File: src/rtl/mac_run_monitor.sv
// mac_run_monitor: snoops the AXIS handshake feeding the byte-sum MAC and
// measures one run of programmable length (accepted beats and elapsed cycles).
// After the run it waits SUM_LAT cycles for the MAC pipeline to drain, then
// latches partial_sum as the run result.
//
// Optional build macro MAC_RUN_MONITOR_STALL_CNT_EN adds stall_cnt: the number
// of RUN cycles with s_axis_tvalid low (DDR-side stalls).
//
// The block never drives the handshake. A beat is any cycle with
// s_axis_tvalid & s_axis_tready; there is no other valid/ready protocol here.
module mac_run_monitor #(
    parameter int SUM_LAT = 2,
    parameter int CW      = 32
) (
    input  logic          clk,
    input  logic          rstn,
    input  logic          start,
    input  logic [CW-1:0] len,
    input  logic [CW-1:0] timeout,
    input  logic          s_axis_tvalid,
    input  logic          s_axis_tready,
    input  logic [31:0]   partial_sum,
    output logic          busy,
    output logic          done,
    output logic          timed_out,
    output logic [31:0]   result_sum,
    output logic [CW-1:0] beat_cnt,
    output logic [CW-1:0] cycle_cnt,
`ifdef MAC_RUN_MONITOR_STALL_CNT_EN
    output logic [CW-1:0] stall_cnt,
`endif
    output logic [1:0]    dbg_state
);

    typedef enum logic [1:0] {
        S_IDLE  = 2'd0,
        S_RUN   = 2'd1,
        S_DRAIN = 2'd2,
        S_DONE  = 2'd3
    } state_t;

    localparam int DW = (SUM_LAT > 1) ? $clog2(SUM_LAT) : 1;
    localparam logic [DW-1:0] DRAIN_LAST = DW'(SUM_LAT - 1);

    state_t          r_state;
    state_t          w_state_nxt;
    logic [CW-1:0]   r_len;
    logic [CW-1:0]   r_timeout;
    logic [CW-1:0]   r_beat_cnt;
    logic [CW-1:0]   r_cycle_cnt;
    logic [31:0]     r_result_sum;
    logic            r_done;
    logic            r_timed_out;
    logic [DW-1:0]   r_drain_cnt;

    logic            w_beat;
    logic [CW-1:0]   w_beat_inc;
    logic [CW-1:0]   w_cycle_inc;
    logic            w_last_beat;
    logic            w_tmo_hit;
    logic            w_drain_last;

    // Saturating increments: counters stick at all-ones instead of wrapping.
    assign w_beat      = s_axis_tvalid & s_axis_tready;
    assign w_beat_inc  = (r_beat_cnt  == '1) ? r_beat_cnt  : r_beat_cnt  + CW'(1);
    assign w_cycle_inc = (r_cycle_cnt == '1) ? r_cycle_cnt : r_cycle_cnt + CW'(1);

    // The last beat takes priority over a timeout landing in the same cycle.
    assign w_last_beat  = (r_state == S_RUN) && w_beat && (w_beat_inc == r_len);
    assign w_tmo_hit    = (r_state == S_RUN) && (r_timeout != '0) &&
                          (w_cycle_inc >= r_timeout) && !w_last_beat;
    assign w_drain_last = (r_state == S_DRAIN) && (r_drain_cnt == DRAIN_LAST);

    // State register.
    always_ff @(posedge clk) begin
        if (!rstn) begin
            r_state <= S_IDLE;
        end else begin
            r_state <= w_state_nxt;
        end
    end

    // Next-state logic; start restarts the run from any state.
    always_comb begin
        w_state_nxt = r_state;
        if (start) begin
            w_state_nxt = (len == '0) ? S_DRAIN : S_RUN;
        end else begin
            case (r_state)
                S_RUN:   if (w_last_beat || w_tmo_hit) w_state_nxt = S_DRAIN;
                S_DRAIN: if (w_drain_last) w_state_nxt = S_DONE;
                default: w_state_nxt = r_state;
            endcase
        end
    end

    // Run counters, drain timer and result latch.
    always_ff @(posedge clk) begin
        if (!rstn) begin
            r_len        <= '0;
            r_timeout    <= '0;
            r_beat_cnt   <= '0;
            r_cycle_cnt  <= '0;
            r_result_sum <= '0;
            r_done       <= 1'b0;
            r_timed_out  <= 1'b0;
            r_drain_cnt  <= '0;
        end else if (start) begin
            // A beat in the start cycle is dropped: the MAC clears on this pulse.
            r_len        <= len;
            r_timeout    <= timeout;
            r_beat_cnt   <= '0;
            r_cycle_cnt  <= '0;
            r_result_sum <= '0;
            r_done       <= 1'b0;
            r_timed_out  <= 1'b0;
            r_drain_cnt  <= '0;
        end else begin
            case (r_state)
                S_RUN: begin
                    r_cycle_cnt <= w_cycle_inc;
                    r_drain_cnt <= '0;
                    if (w_beat)    r_beat_cnt  <= w_beat_inc;
                    if (w_tmo_hit) r_timed_out <= 1'b1;
                end
                S_DRAIN: begin
                    if (w_drain_last) begin
                        r_result_sum <= partial_sum;
                        r_done       <= 1'b1;
                        r_drain_cnt  <= '0;
                    end else begin
                        r_drain_cnt <= r_drain_cnt + DW'(1);
                    end
                end
                default: ;
            endcase
        end
    end

`ifdef MAC_RUN_MONITOR_STALL_CNT_EN
    logic [CW-1:0] r_stall_cnt;

    // Count RUN cycles where the upstream (DDR) side has nothing to offer.
    always_ff @(posedge clk) begin
        if (!rstn) begin
            r_stall_cnt <= '0;
        end else if (start) begin
            r_stall_cnt <= '0;
        end else if ((r_state == S_RUN) && !s_axis_tvalid && (r_stall_cnt != '1)) begin
            r_stall_cnt <= r_stall_cnt + CW'(1);
        end
    end

    assign stall_cnt = r_stall_cnt;
`endif

    assign busy       = (r_state == S_RUN) || (r_state == S_DRAIN);
    assign done       = r_done;
    assign timed_out  = r_timed_out;
    assign result_sum = r_result_sum;
    assign beat_cnt   = r_beat_cnt;
    assign cycle_cnt  = r_cycle_cnt;
    assign dbg_state  = r_state;

endmodule

File: config.mk
export PLATFORM = sky130hd
export DESIGN_NAME = mac_run_monitor
export DESIGN_NICKNAME = d
export VERILOG_FILES = /design/src/rtl/mac_run_monitor.sv
export SDC_FILE = /design/constraint.sdc
export NUM_CORES = 1
export LEC_CHECK = 0
export ABC_CLOCK_PERIOD_IN_PS = 9400
export CORE_UTILIZATION = 56
export CTS_CLUSTER_DIAMETER = 200
export DETAILED_ROUTE_END_ITERATION = 16
export GPL_TIMING_DRIVEN = 0
export PLACE_DENSITY = 0.87
export RECOVER_POWER = 25
export SETUP_SLACK_MARGIN = 0.15
export SLEW_MARGIN = 20
export SYNTH_ARGS = -nofsm -noshare
export SYNTH_HDL_FRONTEND = slang
export SYNTH_SLANG_ARGS = --single-unit
export TNS_END_PERCENT = 20
File: constraint.sdc
create_clock -name clk -period 9.4 [get_ports clk]
set_clock_uncertainty 0.2 [all_clocks]
set_input_delay 1.88 -clock clk [delete_from_list [all_inputs] [get_ports clk]]
set_output_delay 1.88 -clock clk [all_outputs]
set_load 0.02 [all_outputs]
# == Yosys cells after proc, flatten, opt, wreduce, memory -nomap -nowiden ==
# Index checks and enable logic that the tools add are counted.
# word_totals
ramBits,0
latchBits,0
input_bits,101
regBits,165
mem_bits_ro,0
mem_count,0
# classes
n_reduce_logical,18
mux,9
n_shift,0
div_mod_pow,0
add_sub_neg,3
eq_ne,7
bitwise_logic,2
multipliers,0
order_cmp,1
# op_table
cell,n
"adder 32 x 1 -> 32 bit, second input constant",2
"== test 32 bit, second input constant",2
2-to-1 mux 32 bit,2
== test 32 bit,1
greater-or-equal comparator 32 bit,1
logical NOT 32 bit,1
nonzero test 32 bit,1
2-to-1 mux 2 bit,4
logical AND 1 bit,6
AND reduction 2 bit,3
one-hot mux 2 bit (2 select lines),1
"!= test 3 x 2 -> 1 bit, second input constant",1
"!= test 3 bit, second input constant",1
AND reduction 3 bit,1
nonzero test 3 bit,1
"== test 2 x 1 -> 1 bit, second input constant",1
"== test 2 bit, second input constant",1
logical OR 1 bit,2
one-hot mux 1 bit (2 select lines),1
nonzero test 2 bit,1
OR reduction 2 bit,1
"adder 1 bit, second input constant",1
AND 1 bit,1
logical NOT 1 bit,1
other kinds (2),2

# == Logic depth before layout (Yosys ltp) ==
# Gate-level depths: netlist (run 1).
# depth
word_depth,10
ltp_mapped,20
mapped_depth_nobuf,18

# == Worst setup path before layout (run 1) ==
# Ideal clock, no wire load.
# synth_path
path_type,register to register
start,register r_cycle_cnt[6] (netlist: cycle_cnt[6])
end,register r_state[0] (netlist: dbg_state[0])
slack_ns,4.903
stages_incl_launch_ff,18
required_ns,9.127
path_buffers,1
t_arrival_ns,4.224
path_cell_list,dfxtp_1 > clkbuf_1 > and3_1 > and3_1 > nand4_1 > a21oi_1 > nand2_1 > nor4_1 > nand3_1 > xnor2_1 > ha_1 > and4_1 > a221oi_1 > o21ai_0 > o31ai_1 > o21ai_0 > o31a_1 > o22ai_2
# synth_via
elab_chain_cells,8
# synth_rtl
item,line,rtl
start: declaration,50,logic [CW-1:0] r_cycle_cnt;
start signal: assignment,121,r_cycle_cnt <= w_cycle_inc;
adder 32 x 1 -> 32 bit or == test 32 bit (tied branches),66,assign w_cycle_inc = (r_cycle_cnt == '1) ? r_cycle_cnt : r_cycle_cnt + CW'(1);
2-to-1 mux 32 bit *,66,
named net w_cycle_inc[31],58,logic [CW-1:0] w_cycle_inc;
greater-or-equal comparator 32 bit *,71,(w_cycle_inc >= r_timeout) && !w_last_beat;
logical AND 1 bit *,70,assign w_tmo_hit = (r_state == S_RUN) && (r_timeout != '0) &&
logical AND 1 bit *,71,
logical OR 1 bit *,90,S_RUN: if (w_last_beat || w_tmo_hit) w_state_nxt = S_DRAIN;
!= test 3 x 2 -> 1 bit (no line) *,-,
AND reduction 3 bit (no line) *,-,
end signal: assignment,79,r_state <= w_state_nxt;
end: declaration,45,state_t r_state;
# The timed path passes the listed nets; every way through them passes the cells marked *.
# A chain may end at the register's enable or synchronous reset.

# == Worst setup path after layout (run 1) ==
# layout_path
start,register r_cycle_cnt[10] (netlist: cycle_cnt[10])
end,register r_state[0] (netlist: dbg_state[0])
# The elaborated chain is that of the path after synthesis.

==> results.json, run 1 <==
{
  "status": "complete, no violations",
  "drt_first_iter_violations": 690,
  "max_stage_delay_ns": 0.62,
  "die-width_um": 131.3,
  "clkSlewWorstSetupHoldPaths_ns": 0.06,
  "met3_length_um": 2020,
  "crit_fanout": 8,
  "worst_pin_slew_ns": 0.9133,
  "crit_start": "cycle_cnt[10]",
  "hold_path_class": "flip-flop to flip-flop",
  "cts-resized-gates": 0,
  "pre_cts_ws_ns": 4.027,
  "postCtsSetupRepairBufs": 0,
  "ys_top_cells_by_area": "dfxtp_1, mux2i_1, xor2_1",
  "synth_top_cell_area_share_pct": 35.29,
  "clock.fmax_mhz": 183.4,
  "final_nets": 1487,
  "netlist_top_cells_count": "dfxtp_1, nand2_1, nor2_1",
  "start_kind": "flip-flop",
  "finalHoldViolCount": 0,
  "met1_length_um": 11660,
  "vdd.ir_drop.worst_mv": 0.1357,
  "ys_ff_latch": 165,
  "p_leak_nw": 4.694,
  "grt_pass1_vias": 8555,
  "clkPwrFrac_pct": 43.2,
  "synth_edf_count": 0,
  "register_area_um2": 3303,
  "via_per_inst": 5.822,
  "route.met2.wl_um": 13670,
  "min_to": "result_sum[22]",
  "fill_cells": 1199,
  "drive_gt1_share_pct": 4.258,
  "ys.warnings.count": 0,
  "initial_core_util_pct": 58.08,
  "async_flop_share_pct": 0,
  "regToRegSetupSlack_ns": 3.95,
  "r2r_end": "dbg_state[0]",
  "postRouteWirelength_um": 28380,
  "dp_hpwl_um": 21490,
  "required_ns": 9.57,
  "syn_area_um2": 9360,
  "fin_util_pct": 75.68,
  "top_layer": "met4",
  "clk-insertion-delay-late_ns": 0.43,
  "power.switching_uw": 377.9,
  "diodes": 0,
  "setup.worst_path.end_class": "flip-flop",
  "cts.sinks": 165,
  "grt_overflow": 0,
  "period_minus_slack_ns": 5.452,
  "vias": 9187,
  "slew_headroom_pct": 38.75,
  "io_pins": 202,
  "grt_usage_pct": 32.76,
  "numCtsBuffers": 17,
  "syn_to_final_growth_pct": 30.29,
  "htree_levels": 4,
  "slew_viol_final": 0,
  "multiInputGateArea_um2": 5599,
  "power_density_nw_per_um2": 128.6,
  "clockBufferDepth": 2,
  "finalSetupTns_ns": 0,
  "ctsHoldBuffers": 0,
  "synth_cell_type_count": 61,
  "synth_nets": 1268,
  "rsz0062_at_grt": "no",
  "ys_seq_area_share_pct": 35.29,
  "antenna_found_initial": 0,
  "switching_share_pct": 24.10,
  "gp_congestion": 0.9970,
  "die_y_um": 131.3,
  "synth_area_per_cell_um2": 8.276,
  "worstReg2RegStart": "cycle_cnt[10]",
  "fin_ws_ns": 3.948,
  "core_um2": 16120,
  "grt_max_degree": 17,
  "fp.dieArea_um2": 17240,
  "critPathKind": "flip-flop to flip-flop",
  "p_int_mw": 1.190,
  "syn_inst": 1131,
  "fp-row-count": 46,
  "synth_top_cell_by_area": "dfxtp_1",
  "drt-wirelength-per-cell_um": 17.99,
  "min_from": "result_sum[22]",
  "power_frac_seq_pct": 46.8,
  "setup_violations": 0,
  "ant_nets": 0,
  "drc_errors": 0,
  "slowest_stage": "a21oi_1",
  "finalCritPeriodShare_pct": 57.99,
  "cap_viol_max_count": 0,
  "hold_path_depth": 2,
  "numPortBuffers": 200,
  "power_frac_comb_pct": 10.0,
  "ys.flop_type": "dfxtp_1",
  "worstPathArrival_ns": 5.62,
  "cts_tree": "yes",
  "crit_chain": "buf_2 > and4_1 > clkbuf_1 > nand4_1 > nor3_2 > a21oi_1 > nand2_1 > nor4_1 > nand3_1 > xnor2_1 > ha_1 > and4_1 > a221oi_1 > o21ai_0 > o31ai_1 > o21ai_0 > o31a_1 > o22ai_2",
  "ff2ff_path_depth": 18,
  "grt_pass1_wl_um": 44770,
  "synth.most_common_cell": "dfxtp_1",
  "drt-pass1-iter-count": 7,
  "cts_root_buffer": "clkbuf_16"
}
## worst max path at each step
stage / cells past startpoint / end / slack, ns
global placement: 18 / dbg_state[0] / 4.20
floorplan: 17 / dbg_state[0] / 4.90
finish: 18 / dbg_state[0] / 3.95
detailed placement: 18 / dbg_state[0] / 4.03
CTS: 18 / dbg_state[0] / 4.04
global route: 18 / dbg_state[0] / 3.60
## layout make-up
type | count | area share (%)
buffer | 67 | 2.432
multi-input combinational | 856 | 45.91
timing repair buffer | 200 | 16.42
tap | 216 | 2.216
clock buffer | 24 | 4.032
sequential | 165 | 27.09
inverter | 43 | 1.323
clock inverter | 7 | 0.5848
## cell families after synthesis
kind of cell / after synthesis / share of synthesized area (%)
flops: 165 / 35.29
compound gates: 145 / 9.625
fa+ha+maj: 36 / 4.812
simple gates: 485 / 26.64
buf+inv: 110 / 4.892
xor+xnor: 120 / 11.23
mux: 70 / 7.512
## critical path, delay by kind of cell, from the launching register on
kind / cells / cell delay, ns
XOR/XNOR: 1 / 0.24
AO/OA/AOI/OAI: 7 / 2.23
flip-flops: 1 / 0.32
buffers and inverters: 2 / 0.32
AND/OR/NAND/NOR: 7 / 1.78
adder cells (fa/ha/maj): 1 / 0.29
## layer usage
metal  up-vias  track usage, %
li1       4361               -
met5         -               0
met1      4321           40.00
met4         0           15.31
met2       414           55.91
met3        91           5.748
## power by group through the flow
stage	clock network, mW	registers [mW]	logic [mW]
CTS	0.679	0.733	0.156
global route	0.713	0.735	0.170
global placement	0	0.748	0.150
floorplan	0	0.743	0.0815
finish	0.677	0.733	0.157
detailed placement	0	0.748	0.154
## per-stage QoR
step / instance area [µm²] / instances / hold WS, ns / power (mW)
3_3_place_gp: 11630 / 1547 / 0.2412 / 0.8975
4_1_cts: 12200 / 1578 / 0.2559 / 1.568
5_1_grt: 12200 / 1578 / 0.2690 / 1.618
6_report: 12200 / 1578 / 0.2526 / 1.568
2_1_floorplan: 9360 / 1131 / 0.2981 / 0.8243
3_5_place_dp: 11630 / 1547 / 0.2485 / 0.9019
## registers in the layout, indices dropped and copies added (netlist names)
register     flops
timed_out        1
dbg_state        2
r_len           32
r_drain_cnt      1
done             1
r_timeout       32
cycle_cnt       32
beat_cnt        32
result_sum      32
## placed cells by master (no fill, tap or decap), drive strengths merged, types with 25 or more instances in the layout
| cell | Yosys | layout |
|---|---|---|
| dlygate4sd3 | 0 | 32 |
| xor2 | 65 | 65 |
| nor2 | 90 | 90 |
| nor4 | 25 | 25 |
| mux2i | 68 | 68 |
| nand3 | 46 | 46 |
| clkbuf | 48 | 72 |
| inv | 43 | 44 |
| nand2 | 130 | 130 |
| xnor2 | 55 | 55 |
| clkdlybuf4s50 | 0 | 168 |
| dfxtp | 165 | 165 |
| a21oi | 61 | 61 |
| nand4 | 36 | 36 |
| ha | 36 | 36 |
| nor2b | 67 | 67 |
| o21ai | 27 | 27 |
Power figures use the tool's default switching activity.
==> run 2, diff against run 1 <==
ABC_CLOCK_PERIOD_IN_PS = 5710   (was 9400)
CORE_UTILIZATION = 52   (was 56)
PLACE_DENSITY = 0.82   (was 0.87)
clock period = 5.71 ns   (was 9.4 ns; I/O delays follow)
==> run 2 against run 1 <==
Sequential power grew 65%; final cell count grew 0.63%; critical endpoint unchanged; combinational power grew 66%.
==> results.json, run 2 (synthesized netlist as in run 1, its figures left out) <==
{
  "status": "complete, no violations",
  "finalSetupTns_ns": 0,
  "cp_num_buf_inv": 2,
  "htree_levels": 4,
  "max_stage_delay_ns": 0.56,
  "die-width_um": 136.2,
  "cts_tree": "yes",
  "cap_viol_max_count": 0,
  "crit_chain": "buf_2 > and4_1 > clkbuf_1 > nand4_1 > or3_1 > nor3_1 > and3_1 > nand3_1 > xnor2_1 > ha_1 > and4_1 > a221oi_1 > o21ai_0 > o31ai_2 > o21ai_0 > o31a_1 > o22ai_2",
  "antenna_found_initial": 0,
  "syn_to_final_growth_pct": 30.77,
  "clockBufferDepth": 2,
  "regToRegSetupSlack_ns": 0.44,
  "clock.fmax_mhz": 189.8,
  "setup_violations": 0,
  "rsz0062_at_grt": "no",
  "crit_fanout": 7,
  "setup.worst_path.end_class": "flip-flop",
  "vdd.ir_drop.worst_mv": 0.2108,
  "final_nets": 1487,
  "drt-pass1-iter-count": 8,
  "final_cell_mix": "clkdlybuf4s50_1, dfxtp_1, nand2_1",
  "gp_congestion": 0.9782,
  "required_ns": 5.87,
  "start_kind": "flip-flop",
  "diodes": 0,
  "postCtsSetupRepairBufs": 0,
  "dp_hpwl_um": 22080,
  "numCtsBuffers": 17,
  "via_per_inst": 5.821,
  "initial_core_util_pct": 53.74,
  "p_leak_nw": 4.710,
  "cts.sinks": 165,
  "r2r_end": "dbg_state[0]",
  "grt_pass1_vias": 8535,
  "critPathKind": "flip-flop to flip-flop",
  "io_pins": 202,
  "worst_pin_slew_ns": 1.013,
  "vias": 9243,
  "grt_max_degree": 17,
  "die_y_um": 136.2,
  "crit_start": "cycle_cnt[10]",
  "finalCritPeriodShare_pct": 92.26,
  "worstReg2RegStart": "cycle_cnt[10]",
  "drt_first_iter_violations": 788,
  "place_area_um2": 11640,
  "slowest_stage": "or3_1",
  "crit_cells": 17,
  "worstPathArrival_ns": 5.43,
  "pre_cts_ws_ns": 0.2945,
  "hold_path_depth": 2,
  "grt_pass1_wl_um": 45050,
  "core_um2": 17420,
  "postRouteWirelength_um": 29410,
  "power_density_nw_per_um2": 212.8,
  "drt-wirelength-per-cell_um": 18.52,
  "clk-insertion-delay-late_ns": 0.44,
  "period_minus_slack_ns": 5.268,
  "hold_path_class": "flip-flop to flip-flop",
  "grt_overflow": 0,
  "fp.dieArea_um2": 18540,
  "endpoint": "dbg_state[0]",
  "fp-row-count": 48,
  "grt_usage_pct": 31.64,
  "finalHoldViolCount": 0,
  "mostFrequentLayoutCell": "clkdlybuf4s50_1",
  "dp.cells": 1556,
  "holdWs_ns": 0.2512,
  "slew_headroom_pct": 31.82,
  "slew_viol_final": 0,
  "design_area_um2": 12240,
  "ant_nets": 0,
  "numPortBuffers": 200,
  "cts_root_buffer": "clkbuf_16",
  "ctsHoldBuffers": 0,
  "ff2ff_path_depth": 17,
  "clkSlewWorstSetupHoldPaths_ns": 0.07,
  "instances_no_fill": 1588,
  "drc_errors": 0,
  "drive_gt1_share_pct": 4.769,
  "fin_ws_ns": 0.4421,
  "path_delay_family": "simple AND/OR/NAND/NOR gates"
}
[run 2: cell types whose count changed in the layout (fill, tap and decap cells not counted), sizes merged]
cell           before  now
clkdlybuf4s50     168  169
clkinv              2    5
inv                44   47
dlygate4sd3        32   31
clkbuf             72   67
[run 2: metrics by stage]
stage | total power [mW] | utilization [%]
global route | 2.681 | 70.28
global placement | 1.480 | 66.85
finish | 2.605 | 70.28
floorplan | 1.357 | -
detailed placement | 1.486 | 66.85
CTS | 2.604 | 70.16
[run 2: area by class of cell]
cell class | count | area [µm²]
buffer | 67 | 296.5
clock buffer | 19 | 452.9
clock inverter | 13 | 122.6
fill | 1415 | 5176
inverter | 43 | 161.4
multi-input combinational | 856 | 5620
sequential | 165 | 3303
tap | 225 | 281.5
timing repair buffer | 200 | 2002
[run 2: where the power goes]
part / switching [mW] / leakage (nW) / internal (mW)
Combinational: 0.124 / 3.09 / 0.136
Sequential: 0.0277 / 1.34 / 1.18
Clock: 0.509 / 0.278 / 0.629
[run 2: per-layer routing]
metal / GRT usage [%] / wire length, µm / share of wire, % / vias to the layer above
met1: 39.94 / 12320 / 42 / 4341
met2: 51.33 / 13880 / 47 / 449
met4: 15.19 / 1101 / 3.7 / 0
met3: 6.376 / 2105 / 7.2 / 92
met5: 0 / 0 / 0 / -
li1: - / - / - / 4361
[run 2: tightest hold or removal path: cells and delay by family (launching register included)]
| kind | cells | cell delay [ns] |
|---|---|---|
| flops | 1 | 0.30 |
| simple gates | 1 | 0.05 |
| compound gates | 1 | 0.05 |
[run 2: what timing repair did]
| action | CTS | global route |
|---|---|---|
| hold endpoints to repair | 0 | 0 |
| gates resized for setup | 0 | 4 |
| endpoints found under the setup margin | 0 | 2 |
[run 2: how the worst min path moves through the flow]
| stage | from | end | slack (ns) |
|---|---|---|---|
| 6_report | result_sum[26] | result_sum[26] | 0.25 |
| 5_1_grt | result_sum[4] | result_sum[4] | 0.27 |
| 4_1_cts | result_sum[4] | result_sum[4] | 0.25 |
| 3_5_place_dp | result_sum[4] | result_sum[4] | 0.25 |
| 3_3_place_gp | result_sum[18] | result_sum[18] | 0.24 |
| 2_1_floorplan | r_len[1] | r_len[1] | 0.30 |
